==> config.mk <==
export PLATFORM = sky130hd
export DESIGN_NAME = store_rmw_unit_flat
export DESIGN_NICKNAME = d
export VERILOG_FILES = /design/src/rtl/store_rmw_unit_if.sv /design/src/rtl/store_rmw_unit.sv /design/src/flat_wrapper.sv
export SDC_FILE = /design/constraint.sdc
export NUM_CORES = 1
export LEC_CHECK = 0
export BUFFER_PORTS_ARGS = -buffer_cell sky130_fd_sc_hd__buf_2
export CORE_UTILIZATION = 40
export DETAILED_ROUTE_END_ITERATION = 12
export GPL_ROUTABILITY_DRIVEN = 0
export PLACE_DENSITY_LB_ADDON = 0.3
export SYNTH_ARGS = -nofsm -noshare
export SYNTH_HDL_FRONTEND = slang
export SYNTH_SLANG_ARGS = --single-unit
export TNS_END_PERCENT = 100
==> constraint.sdc <==
create_clock -name clk -period 3.05 [get_ports clk]
set_input_delay 0.305 -clock clk [delete_from_list [all_inputs] [get_ports clk]]
set_output_delay 0.305 -clock clk [all_outputs]
set_load 0.05 [all_outputs]
==> src/rtl/store_rmw_unit_if.sv <==
// Store request channel between the core memory stage (master) and the
// store read-modify-write sequencer (slave).
interface store_rmw_unit_if #(
  parameter int D_WIDTH = 32,
  parameter int A_WIDTH = 32
);
  logic               req_valid;
  logic               req_ready;
  logic [A_WIDTH-1:0] req_addr;
  logic [2:0]         req_addrmode;
  logic [D_WIDTH-1:0] req_wdata;

  modport master (
    output req_valid, req_addr, req_addrmode, req_wdata,
    input  req_ready
  );

  modport slave (
    input  req_valid, req_addr, req_addrmode, req_wdata,
    output req_ready
  );
endinterface

==> src/rtl/store_rmw_unit.sv <==
// Store sequencer in front of a single-port RAM without byte enables.
// Full-width stores write directly; sub-word stores read the word, merge
// the new bytes over it and write it back. Misaligned stores are rejected
// with a one-cycle misalign pulse and never touch the RAM.
module store_rmw_unit #(
  parameter  int D_WIDTH = 32,
  parameter  int A_WIDTH = 32,
  localparam int LANE_W  = $clog2(D_WIDTH / 8)
) (
  input  logic                      clk,
  input  logic                      rst_n,
  store_rmw_unit_if.slave           req,
  output logic [A_WIDTH-LANE_W-1:0] ram_addr,
  output logic                      ram_re,
  input  logic [D_WIDTH-1:0]        ram_rdata,
  output logic                      ram_we,
  output logic [D_WIDTH-1:0]        ram_wdata,
  output logic                      done,
  output logic                      misalign
);

  localparam int NB = D_WIDTH / 8;

  localparam logic [1:0] ST_IDLE = 2'd0;
  localparam logic [1:0] ST_RD   = 2'd1;
  localparam logic [1:0] ST_WR   = 2'd2;
  localparam logic [1:0] ST_ERR  = 2'd3;

  // Byte counts encoded in LANE_W+1 bits (1, 2, 4 and the full word).
  localparam logic [LANE_W:0] NB_BYTE = {{LANE_W{1'b0}}, 1'b1};
  localparam logic [LANE_W:0] NB_HALF = {{(LANE_W-1){1'b0}}, 2'b10};
  localparam logic [LANE_W:0] NB_WORD = {2'b01, {(LANE_W-1){1'b0}}};
  localparam logic [LANE_W:0] NB_FULL = {1'b1, {LANE_W{1'b0}}};

  logic [1:0]                state_r;
  logic [1:0]                state_nxt_s;
  logic [A_WIDTH-1:0]        addr_r;
  logic [D_WIDTH-1:0]        wdata_r;
  logic                      full_r;
  logic [LANE_W:0]           nbytes_r;

  logic                      ready_s;
  logic                      accept_s;
  logic [LANE_W-1:0]         lane_s;
  logic [LANE_W:0]           nbytes_s;
  logic                      full_s;
  logic                      mis_s;
  logic [A_WIDTH-1:0]        addr_nxt_s;
  logic [D_WIDTH-1:0]        mask_s;
  logic [D_WIDTH-1:0]        merge_s;

  logic                      ram_re_r;
  logic                      ram_we_r;
  logic                      done_r;
  logic                      misalign_r;
  logic [A_WIDTH-LANE_W-1:0] ram_addr_r;

  // Byte-lane mask covering bytes [lane, lane+nbytes) of a RAM word.
  function automatic logic [D_WIDTH-1:0] byte_mask(input logic [LANE_W-1:0] lane,
                                                   input logic [LANE_W:0]   nbytes);
    logic [D_WIDTH-1:0] m;
    int                 lo;
    int                 hi;
    m  = {D_WIDTH{1'b0}};
    lo = int'(lane);
    hi = lo + int'(nbytes);
    for (int i = 0; i < NB; i++) begin
      if (i >= lo && i < hi) m[8*i +: 8] = 8'hFF;
      else                   m[8*i +: 8] = 8'h00;
    end
    return m;
  endfunction

  // Ready is forced low while reset is asserted, even though state is IDLE.
  assign ready_s       = rst_n & (state_r == ST_IDLE);
  assign accept_s      = req.req_valid & ready_s;
  assign req.req_ready = ready_s;

  // Decode store size, full-width flag and alignment of the incoming request.
  always_comb begin
    lane_s = req.req_addr[LANE_W-1:0];
    case (req.req_addrmode)
      3'b000:  nbytes_s = NB_BYTE;
      3'b001:  nbytes_s = NB_HALF;
      3'b010: begin
        if (D_WIDTH == 64) nbytes_s = NB_WORD;
        else               nbytes_s = NB_FULL;
      end
      default: nbytes_s = NB_FULL;
    endcase
    full_s = (nbytes_s == NB_FULL);
    mis_s  = (({1'b0, lane_s} & (nbytes_s - NB_BYTE)) != {(LANE_W+1){1'b0}});
  end

  // Next-state logic of the IDLE/RD/WR/ERR sequencer.
  always_comb begin
    state_nxt_s = ST_IDLE;
    case (state_r)
      ST_IDLE: begin
        if (accept_s) begin
          if (mis_s)       state_nxt_s = ST_ERR;
          else if (full_s) state_nxt_s = ST_WR;
          else             state_nxt_s = ST_RD;
        end else begin
          state_nxt_s = ST_IDLE;
        end
      end
      ST_RD:   state_nxt_s = ST_WR;
      ST_WR:   state_nxt_s = ST_IDLE;
      ST_ERR:  state_nxt_s = ST_IDLE;
      default: state_nxt_s = ST_IDLE;
    endcase
  end

  // State register.
  always_ff @(posedge clk or negedge rst_n) begin
    if (!rst_n) state_r <= ST_IDLE;
    else        state_r <= state_nxt_s;
  end

  // Capture the request at acceptance; inputs are ignored afterwards.
  always_ff @(posedge clk or negedge rst_n) begin
    if (!rst_n) begin
      addr_r   <= {A_WIDTH{1'b0}};
      wdata_r  <= {D_WIDTH{1'b0}};
      full_r   <= 1'b0;
      nbytes_r <= {(LANE_W+1){1'b0}};
    end else if (accept_s) begin
      addr_r   <= req.req_addr;
      wdata_r  <= req.req_wdata;
      full_r   <= full_s;
      nbytes_r <= nbytes_s;
    end else begin
      addr_r   <= addr_r;
      wdata_r  <= wdata_r;
      full_r   <= full_r;
      nbytes_r <= nbytes_r;
    end
  end

  assign addr_nxt_s = accept_s ? req.req_addr : addr_r;

  // Strobes, pulses and RAM address registered from the upcoming state.
  always_ff @(posedge clk or negedge rst_n) begin
    if (!rst_n) begin
      ram_re_r   <= 1'b0;
      ram_we_r   <= 1'b0;
      done_r     <= 1'b0;
      misalign_r <= 1'b0;
      ram_addr_r <= {(A_WIDTH-LANE_W){1'b0}};
    end else begin
      ram_re_r   <= (state_nxt_s == ST_RD);
      ram_we_r   <= (state_nxt_s == ST_WR);
      done_r     <= (state_nxt_s == ST_WR);
      misalign_r <= (state_nxt_s == ST_ERR);
      if (state_nxt_s == ST_RD || state_nxt_s == ST_WR)
        ram_addr_r <= addr_nxt_s[A_WIDTH-1:LANE_W];
      else
        ram_addr_r <= {(A_WIDTH-LANE_W){1'b0}};
    end
  end

  // Merge the shifted store bytes over the word read back from the RAM.
  always_comb begin
    mask_s  = byte_mask(addr_r[LANE_W-1:0], nbytes_r);
    merge_s = (ram_rdata & ~mask_s) |
              ((wdata_r << {addr_r[LANE_W-1:0], 3'b000}) & mask_s);
    if (!ram_we_r)   ram_wdata = {D_WIDTH{1'b0}};
    else if (full_r) ram_wdata = wdata_r;
    else             ram_wdata = merge_s;
  end

  assign ram_re   = ram_re_r;
  assign ram_we   = ram_we_r;
  assign ram_addr = ram_addr_r;
  assign done     = done_r;
  assign misalign = misalign_r;

endmodule

==> src/flat_wrapper.sv <==
// flat-port wrapper written by rule: the top's interface ports become plain ports
module store_rmw_unit_flat 
#(
  parameter  int D_WIDTH = 32,
  parameter  int A_WIDTH = 32,
  localparam int LANE_W  = $clog2(D_WIDTH / 8)
)
  (clk, rst_n, ram_addr, ram_re, ram_rdata, ram_we, ram_wdata, done, misalign, req_req_valid, req_req_addr, req_req_addrmode, req_req_wdata, req_req_ready);
  store_rmw_unit_if #(.D_WIDTH(D_WIDTH), .A_WIDTH(A_WIDTH)) req_i ();
  input  logic clk;
  input  logic rst_n;
  output logic [A_WIDTH-LANE_W-1:0] ram_addr;
  output logic ram_re;
  input  logic [D_WIDTH-1:0] ram_rdata;
  output logic ram_we;
  output logic [D_WIDTH-1:0] ram_wdata;
  output logic done;
  output logic misalign;
  input wire logic [$bits(req_i.req_valid)-1:0] req_req_valid;
  input wire logic [$bits(req_i.req_addr)-1:0] req_req_addr;
  input wire logic [$bits(req_i.req_addrmode)-1:0] req_req_addrmode;
  input wire logic [$bits(req_i.req_wdata)-1:0] req_req_wdata;
  output wire logic [$bits(req_i.req_ready)-1:0] req_req_ready;
  assign req_i.req_valid = req_req_valid;
  assign req_i.req_addr = req_req_addr;
  assign req_i.req_addrmode = req_req_addrmode;
  assign req_i.req_wdata = req_req_wdata;
  assign req_req_ready = req_i.req_ready;
  store_rmw_unit #(.D_WIDTH(D_WIDTH), .A_WIDTH(A_WIDTH)) u_core (.clk(clk), .rst_n(rst_n), .req(req_i), .ram_addr(ram_addr), .ram_re(ram_re), .ram_rdata(ram_rdata), .ram_we(ram_we), .ram_wdata(ram_wdata), .done(done), .misalign(misalign));
endmodule
# --- Yosys cells after proc, flatten, opt, wreduce, memory -nomap -nowiden ---
# Cells that the tools add are included.
totals:
  regBits: 103
  input_bits: 102
op_classes:
  addsub: 2
  magnitude_cmp: 7
  eq_ne: 8
  shifts: 1
  n_mux: 13
  n_bitwise: 7
  reduce_logical: 8
ops:
  columns: ["cell", "count"]
  rows:
  - ["32-bit two-way mux", 3]
  - ["32-bit bitwise AND", 2]
  - ["3-bit by 32-bit less-than comparator with 1-bit output (first input constant)", 2]
  - ["1-bit by 32-bit less-than comparator with 1-bit output (first input constant)", 1]
  - ["2-bit by 32-bit less-than comparator with 1-bit output (first input constant)", 1]
  - ["8-bit two-way mux", 4]
  - ["32-bit NOT", 1]
  - ["32-bit OR", 1]
  - ["32-bit by 5-bit left shift with 32-bit output", 1]
  - ["30-bit two-way mux", 1]
  - ["2-bit equality test (second input constant)", 4]
  - ["2-bit two-way mux", 3]
  - ["2-bit case mux with 3 select lines", 1]
  - ["3-bit case mux with 2 select lines", 1]
  - ["2-bit by 3-bit adder with 4-bit output", 1]
  - ["2-bit by 1-bit equality test with 1-bit output (second input constant)", 2]
  - ["1-bit by 2-bit >= comparator with 1-bit output (first input constant)", 2]
  - ["2-bit by 3-bit bitwise AND with 3-bit output", 1]
  - ["3-bit by 1-bit equality test with 1-bit output (second input constant)", 1]
  - ["3-bit equality test (second input constant)", 1]
  - ["1-bit logical AND", 3]
  - ["3-bit zero test", 1]
  - ["3-bit nonzero test", 1]
  - ["3-bit by 1-bit subtractor with 3-bit output (second input constant)", 1]
  - ["5 further kinds", 6]

# --- Logic depth before layout (Yosys ltp) ---
depth:
  ltp_word: 11
  depth_mapped: 10
  ltp_nobuf: 9

# --- Worst setup path after synthesis ---
# OpenSTA, ideal clock, no wires.
synth_path:
  path_type: "register -> output"
  startpoint: "register u_core.nbytes_r[0]"
  endpoint: "output ram_wdata[13]"
  arrival_ps: 3547
  required_ps: 2745
  slack_ps: -802
  path_stages_with_launch: 7
  path_buffers: 1
  cell_sequence: "dfrtp_1 ha_1 fa_1 and3b_1 a211o_1 buf_2 o311ai_0"
synth_between:
  elab_chain_len: 9
synth_lines:
  columns: ["element", "line_no", "rtl"]
  rows:
  - ["start: declaration", "store_rmw_unit.sv:40", "logic [LANE_W:0] nbytes_r;"]
  - ["start signal: assignment", "store_rmw_unit.sv:127", "nbytes_r <= {(LANE_W+1){1'b0}};"]
  - ["start signal: assignment", "store_rmw_unit.sv:132", "nbytes_r <= nbytes_s;"]
  - ["start signal: assignment", "store_rmw_unit.sv:137", "nbytes_r <= nbytes_r;"]
  - ["2-bit by 3-bit adder with 4-bit output *", "store_rmw_unit.sv:66", "hi = lo + int'(nbytes);"]
  - ["2-bit by 32-bit less-than comparator with 1-bit output *", "store_rmw_unit.sv:68", "if (i >= lo && i < hi) m[8*i +: 8] = 8'hFF;"]
  - ["1-bit logical AND *", "store_rmw_unit.sv:68", null]
  - ["8-bit two-way mux *", "store_rmw_unit.sv:68", null]
  - ["32-bit NOT", "store_rmw_unit.sv:166", "merge_s = (ram_rdata & ~mask_s) |"]
  - ["32-bit bitwise AND", "store_rmw_unit.sv:166", null]
  - ["32-bit OR *", "store_rmw_unit.sv:166", null]
  - ["32-bit two-way mux *", "store_rmw_unit.sv:169", "else if (full_r) ram_wdata = wdata_r;"]
  - ["32-bit two-way mux *", "store_rmw_unit.sv:168", "if (!ram_we_r) ram_wdata = {D_WIDTH{1'b0}};"]
  - ["end: declaration", "flat_wrapper.sv:16", "output logic [D_WIDTH-1:0] ram_wdata;"]
# Mark *: on every way between the ends. The rest lies on a longest branch, timed or not.

# --- Final worst setup path ---
layout_path:
  startpoint: "register u_core.nbytes_r[0]"
  endpoint: "output ram_wdata[10]"
# The elaborated chain is that of the path after synthesis.

==> impl_metrics.json <==
{
  "syn_area_sq_um": 4720,
  "r2r_cells": 6,
  "dr.pass1.iters": 4,
  "final_cell_area_sq_um": 6010,
  "grtUsageMet2_pct": 33.9,
  "cts-hold-fix-buffers": 0,
  "grtUsageMet1_pct": 25.5,
  "grt_max_degree": 78,
  "cp.arrival_ps": 2680,
  "status": "finished, final reports clean",
  "cts_tree": "yes",
  "fin_cells": 768,
  "criticalPathCategory": "reg -> out",
  "avgSynthCellArea_sq_um": 10.4,
  "fmax_mhz": 335,
  "yosysWarnings": 0,
  "layout-drive-gt1-share_pct": 37.6,
  "slew_viol_final": 0,
  "power_density_nw_per_um2": 771,
  "root_buffer": "clkbuf_16",
  "drtIter0Drc": 315,
  "wl_per_cell_microns": 15.8,
  "skew_ps": 8.10,
  "antenna_found_initial": 3,
  "core_area_sq_um": 11500,
  "synth_edf_count": 0,
  "die_w_microns": 111,
  "die_area_sq_um": 12200,
  "rows": 39,
  "synth_top_area_share_pct": 54.1,
  "placement.io_buffers": 168,
  "rr_startpoint": "u_core.state_r[1]",
  "clk_latency_ps": 340,
  "mostFrequentLayoutCells": "buf_2 (161), dfrtp_1 (102), nand2_1 (93)",
  "area_delta_synth_final_pct": 27.4,
  "synth.area.top_cells": "dfrtp_1 (54%), nand2_1 (7.4%), mux2_2 (7.2%)",
  "power.total_mw": 4.63,
  "drcViolationCount": 0,
  "cts_buffers": 9,
  "tns_ps": 0,
  "grt_pass1_wl_microns": 19800,
  "hold_slack_ps": 58.2,
  "r2r-end": "u_core.ram_addr[26]",
  "async_flop_share_pct": 100,
  "post-route-period-util_pct": 97.9,
  "critPathCaptureType": "primary output",
  "postPlaceCellArea_sq_um": 5660,
  "vias_per_cell": 5.02,
  "grt_busiest_layer": "met2",
  "setup_viol": 0,
  "final_nets": 727,
  "cts.htree.levels": 3,
  "syn-instance-count": 455,
  "start_util_pct": 41.1,
  "io_pins": 169,
  "ant_nets": 0,
  "crit_start": "u_core.nbytes_r[0]",
  "worst_setup_path_start_kind": "flip-flop",
  "grt_overflow": 0,
  "pwr-share-comb_pct": 37.2,
  "synthFlopType": "dfrtp_1",
  "die_y_microns": 111,
  "yosysSeqAreaShare_pct": 54.1,
  "p_sw_mw": 1.81,
  "cap_violations": 0,
  "timing.reg2reg.setup_slack_ps": 630,
  "p_sw_share_pct": 39.2,
  "first_global_vias": 3927,
  "dpl.cell_count": 749,
  "hold_viol_final": 0,
  "grt_usage_pct": 20.3,
  "seqPwrFrac_pct": 38.8,
  "num_vias": 3859,
  "relSlewSlack_pct": 33.5,
  "cp.required_ps": 2740,
  "use_met3_pct": 6.31,
  "tightest_slew_ps": 998,
  "clk_pin_slew_ps": 70,
  "p_int_mw": 2.82,
  "final.min_clock_period_ps": 2980,
  "hp-class": "in -> async",
  "routed_wl_microns": 12100,
  "cts_sinks": 102,
  "path_max_fanout": 16,
  "synth_nets": 564,
  "pwr-share-clk_pct": 24.0,
  "yosys.area.top_type": "dfrtp_1",
  "ys_ff_latch": 102,
  "synth_cell_types": 36,
  "dp_hpwl_microns": 8740,
  "clock_path_buffers": 2,
  "max-vdd-ir-drop_v": 0.000388,
  "leakage_nw": 3.07,
  "final_common_cell": "buf_2"
}
## per-stage QoR
stage | util [%] | setup slack (ps)
6_report | 52.4 | 65.6
4_1_cts | 52.1 | 37.3
2_1_floorplan | - | -223
5_1_grt | 52.3 | -0.195
3_5_place_dp | 49.4 | 137
3_3_place_gp | 49.4 | 259
## power groups by stage
stage          Combinational [mW]  Sequential (mW)  Clock, mW
3_3_place_gp                 1.67             1.81          0
5_1_grt                      1.86             1.83       1.19
3_5_place_dp                 1.69             1.82          0
2_1_floorplan                1.01             2.05          0
4_1_cts                      1.73             1.80       1.15
6_report                     1.72             1.80       1.11
## worst max-delay path by stage
stage,cells after the start,slack (ps),endpoint
2_1_floorplan,6,-220,ram_wdata[13]
3_3_place_gp,9,260,u_core.ram_addr[25]
3_5_place_dp,8,140,u_core.ram_addr[12]
4_1_cts,6,40,ram_wdata[10]
5_1_grt,6,-0.2,ram_wdata[10]
6_report,6,70,ram_wdata[10]
## cells in the mapped netlist (5+ instances only)
master / n
buf_4: 5
nand3_1: 16
o221ai_1: 8
a21oi_1: 13
o22ai_1: 12
o311ai_0: 8
mux2i_1: 16
ha_1: 6
buf_2: 5
clkbuf_1: 12
nor2b_1: 45
dfrtp_1: 102
inv_1: 13
nand2_1: 93
nor2_1: 13
o21ai_0: 28
mux2_2: 30
## timing repair
item                       CTS  global route
pin swaps                    1             0
setup buffers                1             0
setup endpoints to repair   15             8
cloned                       0             0
resized for setup            2            12
## worst max-delay path: stages, from the launching register on
cell and delay (ps):
dfrtp_1 390, ha_1 220, fa_2 560, a21oi_1 40, a211o_2 470, o311ai_1 390, buf_4 270
## flip-flops by register name (all words and copies together), names as in the netlist
name             flops
u_core.ram_re        1
u_core.misalign      1
u_core.nbytes_r      3
u_core.wdata_r      32
u_core.addr_r       32
u_core.state_r       2
u_core.ram_we        1
u_core.ram_addr     30
## routing by layer
layer	vias to the layer above	wire length, microns
met5	-	0
met4	0	82
met3	7	868
met2	135	5820
met1	1838	5360
li1	1879	-
## area by class of cell
type,count,area (sq um)
repair buffers,181,968
multi-input cells,311,1960
flip-flops and latches,102,2550
clock inverters,6,53.8
well taps,143,179
inverters,13,48.8
fillers,1080,5460
diodes,2,5.00
clock buffers,10,239
## logic make-up (layout without fill, tap and decap cells)
kind of cell,count (synthesis),in the layout,share of synthesized area [%]
multiplexers,46,46,10.6
buffers and inverters,42,210,4.59
adder cells (fa/ha/maj),7,7,2.02
AND/OR/NAND/NOR,177,177,17.6
other,0,2,0
AO/OA/AOI/OAI,81,81,11.1
flip-flops,102,102,54.1
(Power assumes the default switching activity.)
